$ cat config.mk
export PLATFORM = sky130hd
export DESIGN_NAME = adler32_arbiter
export DESIGN_NICKNAME = d
export VERILOG_FILES = /design/src/rtl/adler32_pkg.sv /design/src/rtl/adler32_arbiter_rr.sv /design/src/rtl/adler32_arbiter.sv
export SDC_FILE = /design/constraint.sdc
export NUM_CORES = 1
export LEC_CHECK = 0
export BUFFER_PORTS_ARGS = -buffer_cell sky130_fd_sc_hd__buf_2
export CELL_PAD_IN_SITES_DETAIL_PLACEMENT = 1
export CELL_PAD_IN_SITES_GLOBAL_PLACEMENT = 2
export CORE_UTILIZATION = 25
export DETAILED_ROUTE_END_ITERATION = 16
export GPL_TIMING_DRIVEN = 0
export PLACE_DENSITY_LB_ADDON = 0.1
export SLEW_MARGIN = 15
export SYNTH_ARGS = -nofsm -noshare
export SYNTH_HDL_FRONTEND = slang
export SYNTH_SLANG_ARGS = --single-unit
$ cat constraint.sdc
create_clock -name clock -period 2.4 [get_ports clock]
set_input_delay 0.12 -clock clock [delete_from_list [all_inputs] [get_ports clock]]
set_output_delay 0.12 -clock clock [all_outputs]
set_load 0.1 [all_outputs]
$ cat src/rtl/adler32_pkg.sv
// Shared definitions for the Adler-32 requester arbiter: FSM encoding,
// checksum constants and operand widths.
package adler32_pkg;

  localparam logic [2:0] S_IDLE   = 3'd0;
  localparam logic [2:0] S_CLR    = 3'd1;
  localparam logic [2:0] S_SIZE   = 3'd2;
  localparam logic [2:0] S_START  = 3'd3;
  localparam logic [2:0] S_STREAM = 3'd4;
  localparam logic [2:0] S_WAIT   = 3'd5;
  localparam logic [2:0] S_ABORT  = 3'd6;
  localparam logic [2:0] S_DONE   = 3'd7;

  typedef enum logic [2:0] {
    ST_IDLE   = S_IDLE,
    ST_CLR    = S_CLR,
    ST_SIZE   = S_SIZE,
    ST_START  = S_START,
    ST_STREAM = S_STREAM,
    ST_WAIT   = S_WAIT,
    ST_ABORT  = S_ABORT,
    ST_DONE   = S_DONE
  } state_e;

  localparam int unsigned ADLER_MOD  = 65521;
  localparam logic [31:0] ADLER_INIT = 32'h0000_0001;
  localparam int          SIZE_W     = 32;

endpackage

$ cat src/rtl/adler32_arbiter_rr.sv
// Combinational round-robin pick: first asserted request at or after ptr,
// wrapping modulo N.
module rr_arbiter #(
  parameter int N     = 4,
  parameter int PTR_W = 2
) (
  input  logic [N-1:0]     req,
  input  logic [PTR_W-1:0] ptr,
  output logic             any,
  output logic [PTR_W-1:0] idx
);

  logic [PTR_W-1:0] cand;

  // Walk offsets from farthest to nearest so the nearest hit wins.
  always_comb begin
    any  = 1'b0;
    idx  = '0;
    cand = '0;
    for (int k = N - 1; k >= 0; k--) begin
      cand = PTR_W'((int'(ptr) + k) % N);
      if (req[cand]) begin
        any = 1'b1;
        idx = cand;
      end
    end
  end

endmodule

$ cat src/rtl/adler32_arbiter.sv
// Round-robin scheduler sharing one Adler-32 engine among NUM_REQ requesters;
// sequences clear/size/start/stream/capture and aborts a job on byte underrun.
module adler32_arbiter
  import adler32_pkg::*;
#(
  parameter int NUM_REQ = 4
) (
  input  logic                      clock,
  input  logic                      rst,
  input  logic [NUM_REQ-1:0]        req,
  input  logic [SIZE_W*NUM_REQ-1:0] req_size,
  input  logic [8*NUM_REQ-1:0]      req_data,
  input  logic [NUM_REQ-1:0]        req_dvalid,
  output logic [NUM_REQ-1:0]        grant,
  output logic [NUM_REQ-1:0]        req_ready,
  output logic [NUM_REQ-1:0]        req_done,
  output logic                      req_err,
  output logic [31:0]               checksum,
  output logic                      eng_rst_n,
  output logic                      eng_size_valid,
  output logic                      eng_data_start,
  output logic [SIZE_W-1:0]         eng_size,
  output logic [7:0]                eng_data,
  input  logic                      eng_checksum_valid,
  input  logic [31:0]               eng_checksum
);

  localparam int PTR_W = (NUM_REQ > 1) ? $clog2(NUM_REQ) : 1;

  state_e              state_q;
  logic [PTR_W-1:0]    g_q, ptr_q, ptr_d;
  logic [SIZE_W-1:0]   rem_q, rem_d;
  logic [31:0]         checksum_q;
  logic                err_q;

  logic                pickAny;
  logic [PTR_W-1:0]    pickIdx;
  logic [SIZE_W-1:0]   pickSize;
  logic [7:0]          laneData;
  logic                laneValid;
  logic [NUM_REQ-1:0]  grantVec;

  rr_arbiter #(.N(NUM_REQ), .PTR_W(PTR_W)) u_rr (
    .req (req),
    .ptr (ptr_q),
    .any (pickAny),
    .idx (pickIdx)
  );

  // Lane muxing: the owner's byte stream and the candidate's job size.
  always_comb begin
    laneData  = '0;
    laneValid = 1'b0;
    pickSize  = '0;
    grantVec  = '0;
    for (int i = 0; i < NUM_REQ; i++) begin
      if (g_q == PTR_W'(i)) begin
        laneData    = req_data[i*8 +: 8];
        laneValid   = req_dvalid[i];
        grantVec[i] = 1'b1;
      end
      if (pickIdx == PTR_W'(i)) begin
        pickSize = req_size[i*SIZE_W +: SIZE_W];
      end
    end
  end

  assign rem_d = rem_q - SIZE_W'(1);
  assign ptr_d = (g_q == PTR_W'(NUM_REQ - 1)) ? '0 : g_q + PTR_W'(1);

  always_ff @(posedge clock or posedge rst) begin
    if (rst) begin
      state_q    <= ST_IDLE;
      g_q        <= '0;
      ptr_q      <= '0;
      rem_q      <= '0;
      checksum_q <= '0;
      err_q      <= 1'b0;
    end else begin
      case (state_q)
        ST_IDLE: begin
          if (pickAny) begin
            g_q        <= pickIdx;
            rem_q      <= pickSize;
            err_q      <= 1'b0;
            checksum_q <= '0;
            state_q    <= ST_CLR;
          end
        end
        ST_CLR:   state_q <= ST_SIZE;
        ST_SIZE:  state_q <= ST_START;
        ST_START: state_q <= (rem_q == '0) ? ST_WAIT : ST_STREAM;
        // The engine cannot stall, so a missing byte kills the job outright.
        ST_STREAM: begin
          if (laneValid) begin
            rem_q <= rem_d;
            if (rem_q == SIZE_W'(1)) state_q <= ST_WAIT;
          end else begin
            state_q <= ST_ABORT;
          end
        end
        ST_WAIT: begin
          if (eng_checksum_valid) begin
            checksum_q <= eng_checksum;
            state_q    <= ST_DONE;
          end
        end
        ST_ABORT: begin
          err_q      <= 1'b1;
          checksum_q <= '0;
          state_q    <= ST_DONE;
        end
        ST_DONE: begin
          ptr_q   <= ptr_d;
          state_q <= ST_IDLE;
        end
        default: state_q <= ST_IDLE;
      endcase
    end
  end

  assign grant          = (state_q != ST_IDLE) ? grantVec : '0;
  assign req_ready      = (state_q == ST_STREAM && laneValid) ? grantVec : '0;
  assign req_done       = (state_q == ST_DONE) ? grantVec : '0;
  assign req_err        = (state_q == ST_DONE) && err_q;
  assign checksum       = (state_q == ST_DONE) ? checksum_q : '0;
  assign eng_rst_n      = !(rst || state_q == ST_CLR || state_q == ST_ABORT);
  assign eng_size_valid = (state_q == ST_SIZE);
  assign eng_size       = (state_q == ST_SIZE) ? rem_q : '0;
  assign eng_data_start = (state_q == ST_START);
  assign eng_data       = (state_q == ST_STREAM) ? laneData : '0;

endmodule

# Word-level counts from Yosys, hierarchy flattened
# Cells that the tools add are included.
[word_totals]
mem_bits_ro = 0
regBits = 72
ramBits = 0
n_memories = 0
latch_bits = 0
[classes]
reduce_logical = 18
n_bitwise = 0
n_mul = 0
eq_ne = 18
addsub = 5
shift = 0
muxes = 53
n_div = 0
n_lt_le_gt_ge = 4
[ops]
columns = ["cell", "n"]
rows = [
  ["32-bit two-way mux", 10],
  ["32-bit one-hot mux with 3 select lines", 1],
  ["32-bit one-hot mux with 2 select lines", 1],
  ["8-bit two-way mux", 5],
  ["32-bit by 1-bit == test with 1-bit output, second input constant", 1],
  ["32-bit logical NOT", 1],
  ["32-bit by 1-bit subtractor with 32-bit output, second input constant", 1],
  ["3-bit one-hot mux with 8 select lines", 1],
  ["1-bit two-way mux", 18],
  ["3-bit == test, second input constant", 4],
  ["2-bit by 3-bit less-than comparator with 1-bit output, second input constant", 4],
  ["3-bit two-way mux", 4],
  ["4-bit two-way mux", 3],
  ["2-bit two-way mux", 5],
  ["3-bit AND reduction", 3],
  ["1-bit binary-select mux with 2-bit select", 4],
  ["2-bit == test, second input constant", 4],
  ["3-bit by 2-bit == test with 1-bit output, second input constant", 2],
  ["2-bit inequality test, second input constant", 3],
  ["3-bit nonzero test", 2],
  ["2-bit by 1-bit adder with 2-bit output, second input constant", 2],
  ["2-bit adder, second input constant", 2],
  ["2-bit by 1-bit == test with 1-bit output, second input constant", 2],
  ["2-bit logical NOT", 2],
  ["9 further kinds", 13],
]

# Depth between registers and ports, before layout
[logic_depth]
word_depth = 14
ltp_mapped = 9
depth_no_buf = 8

# By module
# A second synthesis with hierarchy kept.
[unflattened]
cells_unflattened = 602
hier_area_um2 = 5500.3
[by_module_without_submodules]
columns = ["mod", "cells_per_inst", "seq_area_each_um2", "instances", "area_per_inst_um2"]
rows = [
  ["adler32_arbiter", 589, 1801.7, 1, 5422.7],
  ["rr_arbiter", 13, 0.0, 1, 77.6],
]

# Worst setup path before layout
# OpenSTA, ideal clock, no wires.
[synth_path]
path_type = "register to output"
from = "register state_q[1]"
to = "output eng_rst_n"
t_required_ps = 2280
path_slack_ps = -818
path_stages_with_launch = 5
arrival_ps = 3098
n_path_buf = 1
path_cell_list = "dfrtp_1 -> clkbuf_1 -> nand2b_1 -> nor2_1 -> a211oi_1"
[synth_between]
elab_chain_cells = 4
[synth_lines]
columns = ["element", "line_no", "rtl"]
rows = [
  ["start: declaration", "adler32_arbiter.sv:30", "state_e state_q;"],
  ["start signal: assignment", "adler32_arbiter.sv:92", "ST_START: state_q <= (rem_q == '0) ? ST_WAIT : ST_STREAM;"],
  ["3-bit by 1-bit == test with 1-bit output", "adler32_arbiter.sv:127", "assign eng_rst_n = !(rst || state_q == ST_CLR || state_q == ST_ABORT);"],
  ["1-bit logical OR", "adler32_arbiter.sv:127", ""],
  ["1-bit logical OR *", "adler32_arbiter.sv:127", ""],
  ["1-bit logical NOT *", "adler32_arbiter.sv:127", ""],
  ["end: declaration", "adler32_arbiter.sv:19", "output logic eng_rst_n,"],
]
# Mark *: on every way between the ends. The rest lies on a longest branch, timed or not.

# Worst setup path after layout
[layout_path]
from = "register state_q[0]"
to = "output eng_data[6]"
[layout_between]
elab_chain_cells = 2
[layout_lines]
columns = ["element", "line_no", "rtl"]
rows = [
  ["3-bit == test", "adler32_arbiter.sv:131", "assign eng_data = (state_q == ST_STREAM) ? laneData : '0;"],
  ["8-bit two-way mux", "adler32_arbiter.sv:131", ""],
  ["end: declaration", "adler32_arbiter.sv:23", "output logic [7:0] eng_data,"],
]
# Every way passes these cells.

==> metrics.csv <==
stage;metric;value;unit
setup_path;arrival time worst endpoint;2.21;ns
timing;unrepaired setup endpoints after global routing;true;
place;input/output buffers;290;
setup_path;FF-to-FF path depth;6;
layout;fin area;8671;um2
clocking;H-tree depth;3;
route;1st-iter DRT viols;172;
clocking;clock buffer depth;2;
clocking;CTS tree;yes;
layout;Layout area overhead;56.19;%
timing;Slew @ Worst Pin;0.6908;ns
run_status;run status;completed;
floorplan;height of the chip;151.0;um
synth;Netlist cell types;60;
setup_path;FF-to-FF setup slack;0.10;ns
timing;Clock Skew;0.009591;ns
timing;FMAX;429.5;MHz
pwr;PD cells;1271;nW/um2
worst_hold_path;HP Class;input pin to flop;
route;TritonRoute pass-1 iters;4;
synth;ys async rst share;100.0;%
setup_path;Critical Path Source;state_q[0]$_DFFE_PP0P_;
pwr;Sw Pwr;5.888;mW
route;Residual DRC;0;
clocking;Worst-path clk slew;0.06;ns
setup_path;timing endpoint of the critical path;eng_data[6];
timing;Max Slew Vio Count;0;
timing;minimum clock period after layout;2.329;ns
floorplan;Die ar.;22810;um2
synth;top post-synthesis cells by area;dfrtp_1, mux2i_1, and2_1;
place;placed insts;1195;
setup_path;RR Startpoint;rem_q[15]$_DFFE_PP0P_;
synth;Syn Area/Cell;8.897;um2
setup_path;Max FO, Critical Path;10;
floorplan;Core Footprint;21820;um2
floorplan;row count;54;
floorplan;Initial Util;25.44;%
synth;net count after synthesis;834;
setup_path;CP Class;flop to output port;
clocking;CTS root buf;clkbuf_16;
timing;final setup fails;0;
global_route;first-pass GRT wire length;36210;um
pwr;combinational power share;66.1;%
global_route;grt ovf;0;
synth;EDFF count, synth;0;
pwr;Clock Power Share;13.5;%
floorplan;Ports;291;
synth;most frequent cell after synthesis;and2_1;
pwr;Pleak;4.116;nW
flow_run;max_cap viols;0;
pwr;Flop pwr share;20.4;%
synth;cells after synthesis;624;
route;Routed Antenna Nets;0;
floorplan;Horiz. Die Dim;151.0;um
place;DP Area;7418;um2
pwr;switching portion of total power;53.44;%
timing;final setup margin;0.07149;ns
setup_path;most used cell, CP;clkbuf_4;
pwr;maximum VDD drop;0.4099;mV
place;hpwl dp;18640;um
synth;YS warnings;0;
layout;non-filler cells, final;1255;
clocking;CTS Buf Count;9;
route;drt via density;4.959;
synth;top cell type's share of synthesized area;32.45;%
setup_path;CP max-delay cell;dfrtp_2;
setup_path;WP data required;2.28;ns
layout;layout cells sized above 1;46.36;%
setup_path;ordered cell list for the critical path;clkbuf_4, nor2b_2, nand2b_1, clkbuf_4, buf_4, nor2_1, buf_6;
place;GPL Wtd Cong;0.8006;
timing;Fin. Hold Viols;0;
synth;Post-Syn Area;5552;um2
route;drt wl/cell;19.09;um
pwr;internal cell power;5.131;mW
synth;leading area contributor after synthesis;dfrtp_1;
global_route;vias in the first global route;6512;
route;WL final;23950;um
global_route;GRT Overall Usage;20.86;%
clocking;Clock Latency Late Sink;0.35;ns
timing;period utilisation layout;97.02;%
synth;sequential element share of the synthesized area;32.45;%
layout;final net count;1180;
layout;# diodes;0;
global_route;initial antenna violation count;0;
place;pre-CTS WS;-0.6446;ns
setup_path;max incr delay on CP;0.44;ns
setup_path;crit start category;flop;
global_route;pin count of the biggest net entering global routing;42;
synth;Seq cells post-synth;72;
synth;prevailing post-synth register cell;dfrtp_1;
synth;most common library cells after synthesis;and2_1, dfrtp_1, mux2i_1, o21ai_0, nor2_1;
timing;Slew HR;53.57;%
route;Via Count;6224;
clocking;clock sinks;72;
setup_path;r2r endpoint;rem_q[21]$_DFFE_PP0P_;
setup_path;Critical Path Sink Type;output port;
==> timing repair <==
item                                    in CTS  in global routing
endpoints found under the hold margin       57                  0
setup buffers                                5                 14
pin swaps                                    3                  7
resized for setup                          124                 62
hold buffers                                27                  0
endpoints found under the setup margin     117                142
==> per-stage QoR <==
stage | setup TNS (ns) | util (%) | total power, mW | hold slack [ns]
after floorplan | -1.415 | - | 7.083 | 0.2527
after global placement | -78.24 | 33.89 | 8.706 | 0.3384
after detailed placement | -32.38 | 33.99 | 8.854 | 0.1922
after CTS | -0.01411 | 38.42 | 10.79 | 0.001367
after global routing | -0.04144 | 39.73 | 11.77 | 0.01285
final | 0 | 39.73 | 11.02 | 0.01114
==> logic make-up after synthesis <==
group | count (synthesis) | share of synthesized area (%)
flops | 72 | 32.45
compound gates | 161 | 19.99
mux | 94 | 17.56
xor+xnor | 1 | 0.1578
buf+inv | 54 | 3.944
fa+ha+maj | 7 | 1.578
simple gates | 235 | 24.32
==> worst max-delay path: cells and delay by family, from the launching register on <==
kind	cells	cell delay, ns
buffers and inverters	4	0.88
DFF	1	0.44
and+or+nand+nor	3	0.52
==> cell type report <==
class	instances	area, um2
timing repair buffer	337	2166
clock buffer	9	225.2
sequential	72	1805
inverter	7	28.78
multi-input combinational	498	3747
buffer	45	251.5
tap	280	350.3
clock inverter	7	96.34
fill	2609	13150
==> power by group through the flow <==
| stage | Clock [mW] | Combinational, mW | Sequential, mW |
|---|---|---|---|
| final | 1.49 | 7.28 | 2.25 |
| after global routing | 1.57 | 7.87 | 2.33 |
| after CTS | 1.52 | 7.04 | 2.22 |
| after detailed placement | 0 | 6.65 | 2.21 |
| after global placement | 0 | 6.52 | 2.19 |
| after floorplan | 0 | 5.03 | 2.05 |
==> layout by cell type (no fill, tap or decap), drive strengths merged, types with 3 or more instances in the layout <==
| cell | n |
|---|---|
| dlygate4sd3 | 27 |
| mux2 | 27 |
| and3 | 6 |
| nand2 | 32 |
| buf | 317 |
| nor3 | 26 |
| ha | 7 |
| o221ai | 5 |
| o211ai | 6 |
| and2 | 74 |
| clkinvlp | 3 |
| nand3 | 10 |
| nor2b | 21 |
| nor2 | 35 |
| mux2i | 67 |
| a221o | 4 |
| a21oi | 28 |
| nand2b | 5 |
| a22o | 33 |
| clkbuf | 47 |
| a211oi | 6 |
| dfrtp | 72 |
| a31oi | 4 |
| inv | 7 |
| o21ai | 46 |
| nor4 | 15 |
| a221oi | 8 |
| or4 | 4 |
==> metal layers <==
layer	part of all wire [%]	wire [um]	vias up	global-route usage (%)
met5	0	0	-	0
met4	0.99	238	0	4.700
met3	6.2	1489	17	4.157
met2	48	11540	202	34.70
met1	45	10690	3015	27.69
li1	-	-	2990	-
==> worst min path at each step <==
stage,startpoint,end,slack [ns],cells past startpoint
6_report,eng_checksum[7],checksum_q[7]$_DFFE_PP0P_,0.01,2
5_1_grt,eng_checksum[16],checksum_q[16]$_DFFE_PP0P_,0.01,2
4_1_cts,eng_checksum[2],checksum_q[2]$_DFFE_PP0P_,0.001,2
3_5_place_dp,rst,checksum_q[25]$_DFFE_PP0P_,0.19,2
3_3_place_gp,eng_checksum[11],checksum_q[11]$_DFFE_PP0P_,0.34,2
2_1_floorplan,eng_checksum[0],checksum_q[0]$_DFFE_PP0P_,0.25,1
==> sequential cells by signal (all words and copies together), names as in the netlist <==
| register | count |
|---|---|
| err_q | 1 |
| rem_q | 32 |
| state_q | 3 |
| ptr_q | 2 |
| checksum_q | 32 |
| g_q | 2 |
(Power assumes the default switching activity.)
